[src/rtl/id_operand_scoreboard_pkg.sv]
// Shared constants and types for the decode-stage operand/hazard block.
// Register numbers, control encodings and operand-source selector.
package id_operand_scoreboard_pkg;

    localparam int NUM_RD_DEF  = 2;
    localparam int NUM_FWD_DEF = 2;

    localparam logic [4:0] HiReg = 5'd30;
    localparam logic [4:0] LoReg = 5'd31;

    localparam logic WriteEnable  = 1'b1;
    localparam logic WriteDisable = 1'b0;
    localparam logic Stop         = 1'b1;
    localparam logic NoStop       = 1'b0;

    typedef enum logic [1:0] {
        SRC_IMM = 2'd0,
        SRC_RF  = 2'd1,
        SRC_FWD = 2'd2
    } opnd_src_e;

endpackage

[src/rtl/id_operand_scoreboard_fwd_mux.sv]
// Single-port operand select: youngest matching forward source,
// else regfile data, else immediate; also reports late data.
module id_fwd_mux
    import id_operand_scoreboard_pkg::*;
#(
    parameter int REG_W   = 32,
    parameter int ADDR_W  = 5,
    parameter int NUM_FWD = NUM_FWD_DEF
) (
    input  logic                      rd_en_i,
    input  logic [ADDR_W-1:0]         rd_addr_i,
    input  logic [REG_W-1:0]          rf_data_i,
    input  logic [REG_W-1:0]          imm_i,
    input  logic [NUM_FWD-1:0]        fwd_we_i,
    input  logic [NUM_FWD*ADDR_W-1:0] fwd_addr_i,
    input  logic [NUM_FWD*REG_W-1:0]  fwd_data_i,
    input  logic [NUM_FWD-1:0]        fwd_late_i,
    output logic [REG_W-1:0]          data_o,
    output logic                      late_o
);

    logic             hit;
    logic [REG_W-1:0] fdata;
    logic             flate;
    opnd_src_e        src;

    // Scan oldest to youngest so the youngest match overrides.
    always_comb begin
        hit   = 1'b0;
        fdata = '0;
        flate = 1'b0;
        for (int j = NUM_FWD - 1; j >= 0; j--) begin
            if (fwd_we_i[j] == WriteEnable &&
                fwd_addr_i[j*ADDR_W +: ADDR_W] == rd_addr_i) begin
                hit   = 1'b1;
                fdata = fwd_data_i[j*REG_W +: REG_W];
                flate = fwd_late_i[j];
            end
        end
    end

    // Pick the operand source and drive data and late flag.
    always_comb begin
        src    = SRC_IMM;
        data_o = imm_i;
        late_o = 1'b0;
        unique case (1'b1)
            !rd_en_i: src = SRC_IMM;
            hit:      src = SRC_FWD;
            default:  src = SRC_RF;
        endcase
        unique case (src)
            SRC_FWD: begin
                data_o = fdata;
                late_o = flate;
            end
            SRC_RF:  data_o = rf_data_i;
            default: data_o = imm_i;
        endcase
    end

endmodule

[src/rtl/id_operand_scoreboard.sv]
// Decode-stage operand fetch with busy scoreboard for long-latency
// producers, RAW/WAW stall request and a sticky stall watchdog.
module id_operand_scoreboard
    import id_operand_scoreboard_pkg::*;
#(
    parameter int REG_W    = 32,
    parameter int ADDR_W   = 5,
    parameter int NUM_RD   = NUM_RD_DEF,
    parameter int NUM_FWD  = NUM_FWD_DEF,
    parameter int WDOG_MAX = 63
) (
    input  logic                      clk,
    input  logic                      rst,
    input  logic [NUM_RD-1:0]         rd_en_i,
    input  logic [NUM_RD*ADDR_W-1:0]  rd_addr_i,
    input  logic [NUM_RD*REG_W-1:0]   rf_data_i,
    input  logic [REG_W-1:0]          imm_i,
    input  logic [NUM_FWD-1:0]        fwd_we_i,
    input  logic [NUM_FWD*ADDR_W-1:0] fwd_addr_i,
    input  logic [NUM_FWD*REG_W-1:0]  fwd_data_i,
    input  logic [NUM_FWD-1:0]        fwd_late_i,
    input  logic                      issue_i,
    input  logic [ADDR_W-1:0]         issue_wd_i,
    input  logic                      issue_long_i,
    input  logic                      wb_valid_i,
    input  logic [ADDR_W-1:0]         wb_addr_i,
    input  logic                      flush_i,
    output logic [NUM_RD*REG_W-1:0]   operand_o,
    output logic                      stallreq_o,
    output logic [2**ADDR_W-1:0]      busy_o,
    output logic [ADDR_W:0]           pend_cnt_o,
    output logic                      wdog_o
);

    localparam int NREG = 2**ADDR_W;
    localparam int CW   = $clog2(WDOG_MAX + 1);

    localparam logic [CW-1:0]   WMAX    = CW'(WDOG_MAX);
    localparam logic [CW-1:0]   WONE    = CW'(1);
    localparam logic [ADDR_W:0] PC_ONE  = (ADDR_W+1)'(1);

    logic [NUM_RD*REG_W-1:0] mux_data;
    logic [NUM_RD-1:0]       mux_late;

    logic [NREG-1:0]   busy_q, busy_d;
    logic [ADDR_W:0]   pend_q, pend_d;
    logic [CW-1:0]     wcnt_q, wcnt_d;
    logic              wdog_q, wdog_d;

    logic raw;
    logic waw;
    logic stall;
    logic set_en;

    for (genvar k = 0; k < NUM_RD; k++) begin : g_port
        id_fwd_mux #(
            .REG_W   (REG_W),
            .ADDR_W  (ADDR_W),
            .NUM_FWD (NUM_FWD)
        ) u_mux (
            .rd_en_i    (rd_en_i[k]),
            .rd_addr_i  (rd_addr_i[k*ADDR_W +: ADDR_W]),
            .rf_data_i  (rf_data_i[k*REG_W +: REG_W]),
            .imm_i      (imm_i),
            .fwd_we_i   (fwd_we_i),
            .fwd_addr_i (fwd_addr_i),
            .fwd_data_i (fwd_data_i),
            .fwd_late_i (fwd_late_i),
            .data_o     (mux_data[k*REG_W +: REG_W]),
            .late_o     (mux_late[k])
        );
    end

    // Any read of a busy register or of late forwarded data is a RAW hazard.
    always_comb begin
        raw = 1'b0;
        for (int k = 0; k < NUM_RD; k++) begin
            if (rd_en_i[k] &&
                (busy_q[rd_addr_i[k*ADDR_W +: ADDR_W]] || mux_late[k])) begin
                raw = 1'b1;
            end
        end
    end

    assign waw    = issue_i && issue_long_i && busy_q[issue_wd_i];
    assign stall  = (raw || waw) && !flush_i && !rst;
    assign set_en = issue_i && issue_long_i && !stall && !flush_i;

    // Scoreboard update: clear on writeback, then set so set wins.
    always_comb begin
        busy_d = busy_q;
        if (wb_valid_i) begin
            busy_d[wb_addr_i] = 1'b0;
        end
        if (set_en) begin
            busy_d[issue_wd_i] = WriteEnable;
        end
        pend_d = '0;
        for (int i = 0; i < NREG; i++) begin
            if (busy_d[i]) begin
                pend_d = pend_d + PC_ONE;
            end
        end
    end

    // Watchdog counts consecutive stall cycles and saturates.
    always_comb begin
        wcnt_d = '0;
        if (stall) begin
            wcnt_d = (wcnt_q == WMAX) ? wcnt_q : wcnt_q + WONE;
        end
        wdog_d = wdog_q || (wcnt_d == WMAX);
    end

    // State registers with synchronous reset.
    always_ff @(posedge clk) begin
        if (rst) begin
            busy_q <= '0;
            pend_q <= '0;
            wcnt_q <= '0;
            wdog_q <= 1'b0;
        end else begin
            busy_q <= busy_d;
            pend_q <= pend_d;
            wcnt_q <= wcnt_d;
            wdog_q <= wdog_d;
        end
    end

    assign operand_o  = rst ? '0 : mux_data;
    assign stallreq_o = stall ? Stop : NoStop;
    assign busy_o     = busy_q;
    assign pend_cnt_o = pend_q;
    assign wdog_o     = wdog_q;

endmodule

[config.mk]
export PLATFORM = sky130hd
export DESIGN_NAME = id_operand_scoreboard
export DESIGN_NICKNAME = d
export VERILOG_FILES = /design/src/rtl/id_operand_scoreboard_pkg.sv /design/src/rtl/id_operand_scoreboard_fwd_mux.sv /design/src/rtl/id_operand_scoreboard.sv
export SDC_FILE = /design/constraint.sdc
export NUM_CORES = 1
export LEC_CHECK = 0
export ABC_AREA = 1
export BUFFER_PORTS_ARGS = -buffer_cell sky130_fd_sc_hd__buf_2
export CORE_MARGIN = 1
export CORE_UTILIZATION = 49
export CTS_BUF_LIST = sky130_fd_sc_hd__clkbuf_8 sky130_fd_sc_hd__clkbuf_16
export DETAILED_ROUTE_END_ITERATION = 16
export PLACE_DENSITY = 0.79
export SETUP_SLACK_MARGIN = 0.02
export SKIP_CTS_REPAIR_TIMING = 1
export SLEW_MARGIN = 20
export SYNTH_ARGS = -nofsm -noshare
export SYNTH_HDL_FRONTEND = slang
export SYNTH_SLANG_ARGS = --single-unit
export TNS_END_PERCENT = 100
[constraint.sdc]
create_clock -name clk -period 18.65 [get_ports clk]
set_input_delay 4.6625 -clock clk [delete_from_list [all_inputs] [get_ports clk]]
set_output_delay 4.6625 -clock clk [all_outputs]
set_load 0.02 [all_outputs]
==> impl_metrics.toml <==
[floorplan]
pin_count = 306
design.core.area_sq_mm = 0.02030
die-area_sq_mm = 0.02141
start_util_pct = 50.28
die_width_um = 146.3
num_rows = 52
die_y_um = 146.3

[yosys]
async_flop_share_pct = 0
ys_ff_latch = 45
synth_edf_count = 0
synth_cell_types = 47
syn_inst = 1879
syn_area_sq_mm = 0.01021
seq_area_frac_synth_pct = 8.827
yosysWarnings = 0
ys.flop_type = "dfxtp_1"
syn_avg_cell_area_sq_um = 5.432
synthesis.nets = 2113

[power]
p_leak_nw = 7.502
power.internal_w = 0.0002492
combPwrFrac_pct = 52.2
switchingPower_w = 0.0001796
seqPwrFrac_pct = 22.9
clockPowerShare_pct = 25.0
power-per-cell-area_mw_per_mm2 = 31.99
vdd_drop_max_uv = 34.64
swShare_pct = 41.88

[timing]
max_slew_margin_pct = 42.58
fin_crit_ps = 18210
tightest_slew_ps = 861.3
fin_ws_ps = 443.5
post-route-period-util_pct = 97.62
setup_viol = 0
timing_max_transition_violations_final = 0
fmax_mhz = 54.93
fin_skew_ps = 6.134
hold_violations = 0
tns_ps = 0

[cells_and_area]
drive_gt1_share_pct = 33.66
postLayoutCellArea_sq_mm = 0.01341
syn2layout_area_growth_pct = 31.35
nets = 2494
n_fill_cell = 1959

[setup_path]
endpoint_kind = "flop"
rrSetupSlack_ps = 4750
slowest_delay_ps = 330
crit_family = "simple AND/OR/NAND/NOR gates"
slowest_stage = "ha_1"
cp-startpoint = "fwd_addr_i[0]"
startpoint_type = "input port"
r2r_start = "busy_o[4]"
reg2reg_to = "pend_cnt_o[4]"
arrival_ps = 18390
cp_max_fo = 3
cp-endpoint = "pend_cnt_o[4]"
crit_cells = 109
crit_type = "in2reg"
crit_top_cell = "nand2_2"
crit_buf_inv = 12
reg2reg_depth = 107
critPathRequiredTime_ps = 18830

[grt]
antenna_found_initial = 27
grt_pass1_vias = 13010
grt_pass1_wl_um = 64850
overflow = 0
grt_util_all_layers_pct = 37.32
grt_start_max_net_pins = 70

[place]
io_buffers = 305
hpwl_um = 34170
place_area_sq_mm = 0.01265
post-place-ws_ps = -568.7
place.gp.congestion = 1.008

[detailed_routing]
drcViolationCount = 0
via_per_inst = 5.658
dr.pass1.iters = 8
vias = 14450
wirelength_um = 43110
postRouteAntennaNets = 0
wire_per_inst_um = 16.89
first_iter_violations = 1256

[run_status]
status = "finished, final reports clean"

[flow_run]
drv_cap = 0

[clocking]
cts_max_path_buffers = 2
cts_max_level = 2
cts.sinks = 45
clk_latency_ps = 290
clkSlewWorstSetupHoldPaths_ps = 60
cts_tree = "yes"
clockRootBuffer = "clkbuf_16"
cts_buffers = 5

[min_path]
min_path_type = "reg2reg"
==> how the worst min path moves through the flow <==
stage / from / end / slack (ps) / cells after the start
global placement: wdog_o / wdog_o / 450 / 2
detailed placement: wdog_o / wdog_o / 460 / 2
finish: wdog_o / wdog_o / 470 / 2
global route: wdog_o / wdog_o / 530 / 2
floorplan: wcnt_q[5] / wcnt_q[5] / 490 / 2
CTS: wdog_o / wdog_o / 480 / 2
==> worst register-to-register path: cells and delay by family, from the launching register on <==
| family | cells | cell delay, ps |
|---|---|---|
| simple gates | 58 | 5370 |
| fa+ha+maj | 16 | 4170 |
| compound gates | 20 | 2420 |
| buf+inv | 10 | 1050 |
| flops | 1 | 400 |
| xor+xnor | 3 | 400 |
==> cells in the final DEF, fill, tap and decap left out, drive strengths merged <==
cell and n:
a211oi 1, a21boi 3, a21oi 49, a22oi 6
a311oi 64, a31oi 7, buf 431, bufinv 1
clkbuf 7, dfxtp 45, diode 22, ha 32
inv 265, mux2i 1, nand2 696, nand2b 1
nand3 305, nand3b 9, nand4 8, nor2 153
nor3 24, nor4 3, o211ai 1, o21a 2
o21ai 52, o21bai 2, o22ai 70, o31ai 3
or2 12, xnor2 4, xor2 4
==> cells by family (layout without fill, tap and decap cells) <==
kind of cell,Yosys count,in the layout,share of synthesized area (%)
flops,45,45,8.827
buf+inv,322,704,12.74
compound gates,260,260,17.05
other cells,0,22,0
fa+ha+maj,32,32,3.923
simple gates,1211,1211,56.68
xor+xnor,8,8,0.6865
mux,1,1,0.09808
==> cell usage after synthesis (2+ instances only) <==
cell	number	area [sq um]
xnor2_1	4	35.03
a21boi_0	2	15.01
a21oi_4	2	32.53
nor2_1	141	529.3
nor2_2	11	68.82
nand3_4	3	52.55
clkbuf_1	42	157.7
nand3b_1	9	67.56
o22ai_1	70	437.9
o31ai_1	3	22.52
o21a_1	2	15.01
a31oi_1	7	43.79
a22oi_1	2	15.01
nand2_2	86	538.0
buf_6	7	78.83
o21ai_0	33	165.2
nor3_2	3	30.03
nand4_1	8	50.05
xor2_1	4	35.03
inv_2	32	120.1
dfxtp_1	45	900.9
buf_4	8	60.06
nor3_1	21	105.1
o21ai_1	16	80.08
o21bai_1	2	15.01
o21ai_2	3	26.28
inv_1	230	863.3
ha_1	32	400.4
or2_2	12	75.07
nand2_4	16	180.2
a21oi_1	46	230.2
nand3_1	240	1201
nor4_1	3	18.77
nand3_2	62	620.6
a22oi_2	4	50.05
nand2_1	594	2230
a311oi_1	64	560.5
==> metal layers <==
layer	vias to the layer above	part of all wire [%]	track usage, %	wire [um]
li1	7020	-	-	-
met3	170	9.3	7.438	3996
met4	12	5.0	18.54	2149
met2	767	48	65.05	20800
met1	6476	37	43.34	16100
met5	-	0.16	0	69
==> per-stage QoR <==
stage | std cells | hold WS (ps) | util, % | power, W
global route | 2548 | 532.9 | 65.98 | 0.0004490
detailed placement | 2506 | 462.5 | 62.30 | 0.0003017
floorplan | 1879 | 491.0 | - | 0.0002213
global placement | 2506 | 451.9 | 62.30 | 0.0002964
finish | 2553 | 470.2 | 66.04 | 0.0004288
CTS | 2514 | 477.3 | 63.15 | 0.0004071
==> cell type report <==
cell class                      instances  area, sq um  share of cell area, %
Multi-Input combinational cell       1512         8372                  62.45
Timing Repair Buffer                  432         2561                  19.11
Inverter                              264         1006                  7.504
Sequential cell                        45        900.9                  6.720
Tap cell                              270        337.8                  2.520
Clock buffer                            6        138.9                  1.036
Antenna cell                           22        55.05                 0.4107
Clock inverter                          2        33.78                 0.2520
==> flip-flops by register name (all words and copies together) (netlist names) <==
signal      cells
wdog_o          1
wcnt_q          6
busy_o         32
pend_cnt_o      6
==> power groups by stage <==
stage | registers [W] | logic (W) | clock network [W]
2_1_floorplan | 0.000101 | 0.000121 | 0
4_1_cts | 0.0000980 | 0.000202 | 0.000107
3_3_place_gp | 0.000100 | 0.000196 | 0
6_report | 0.0000980 | 0.000224 | 0.000107
5_1_grt | 0.0000980 | 0.000240 | 0.000111
3_5_place_dp | 0.000100 | 0.000201 | 0
Note: power is estimated with default switching activity, not from simulation.
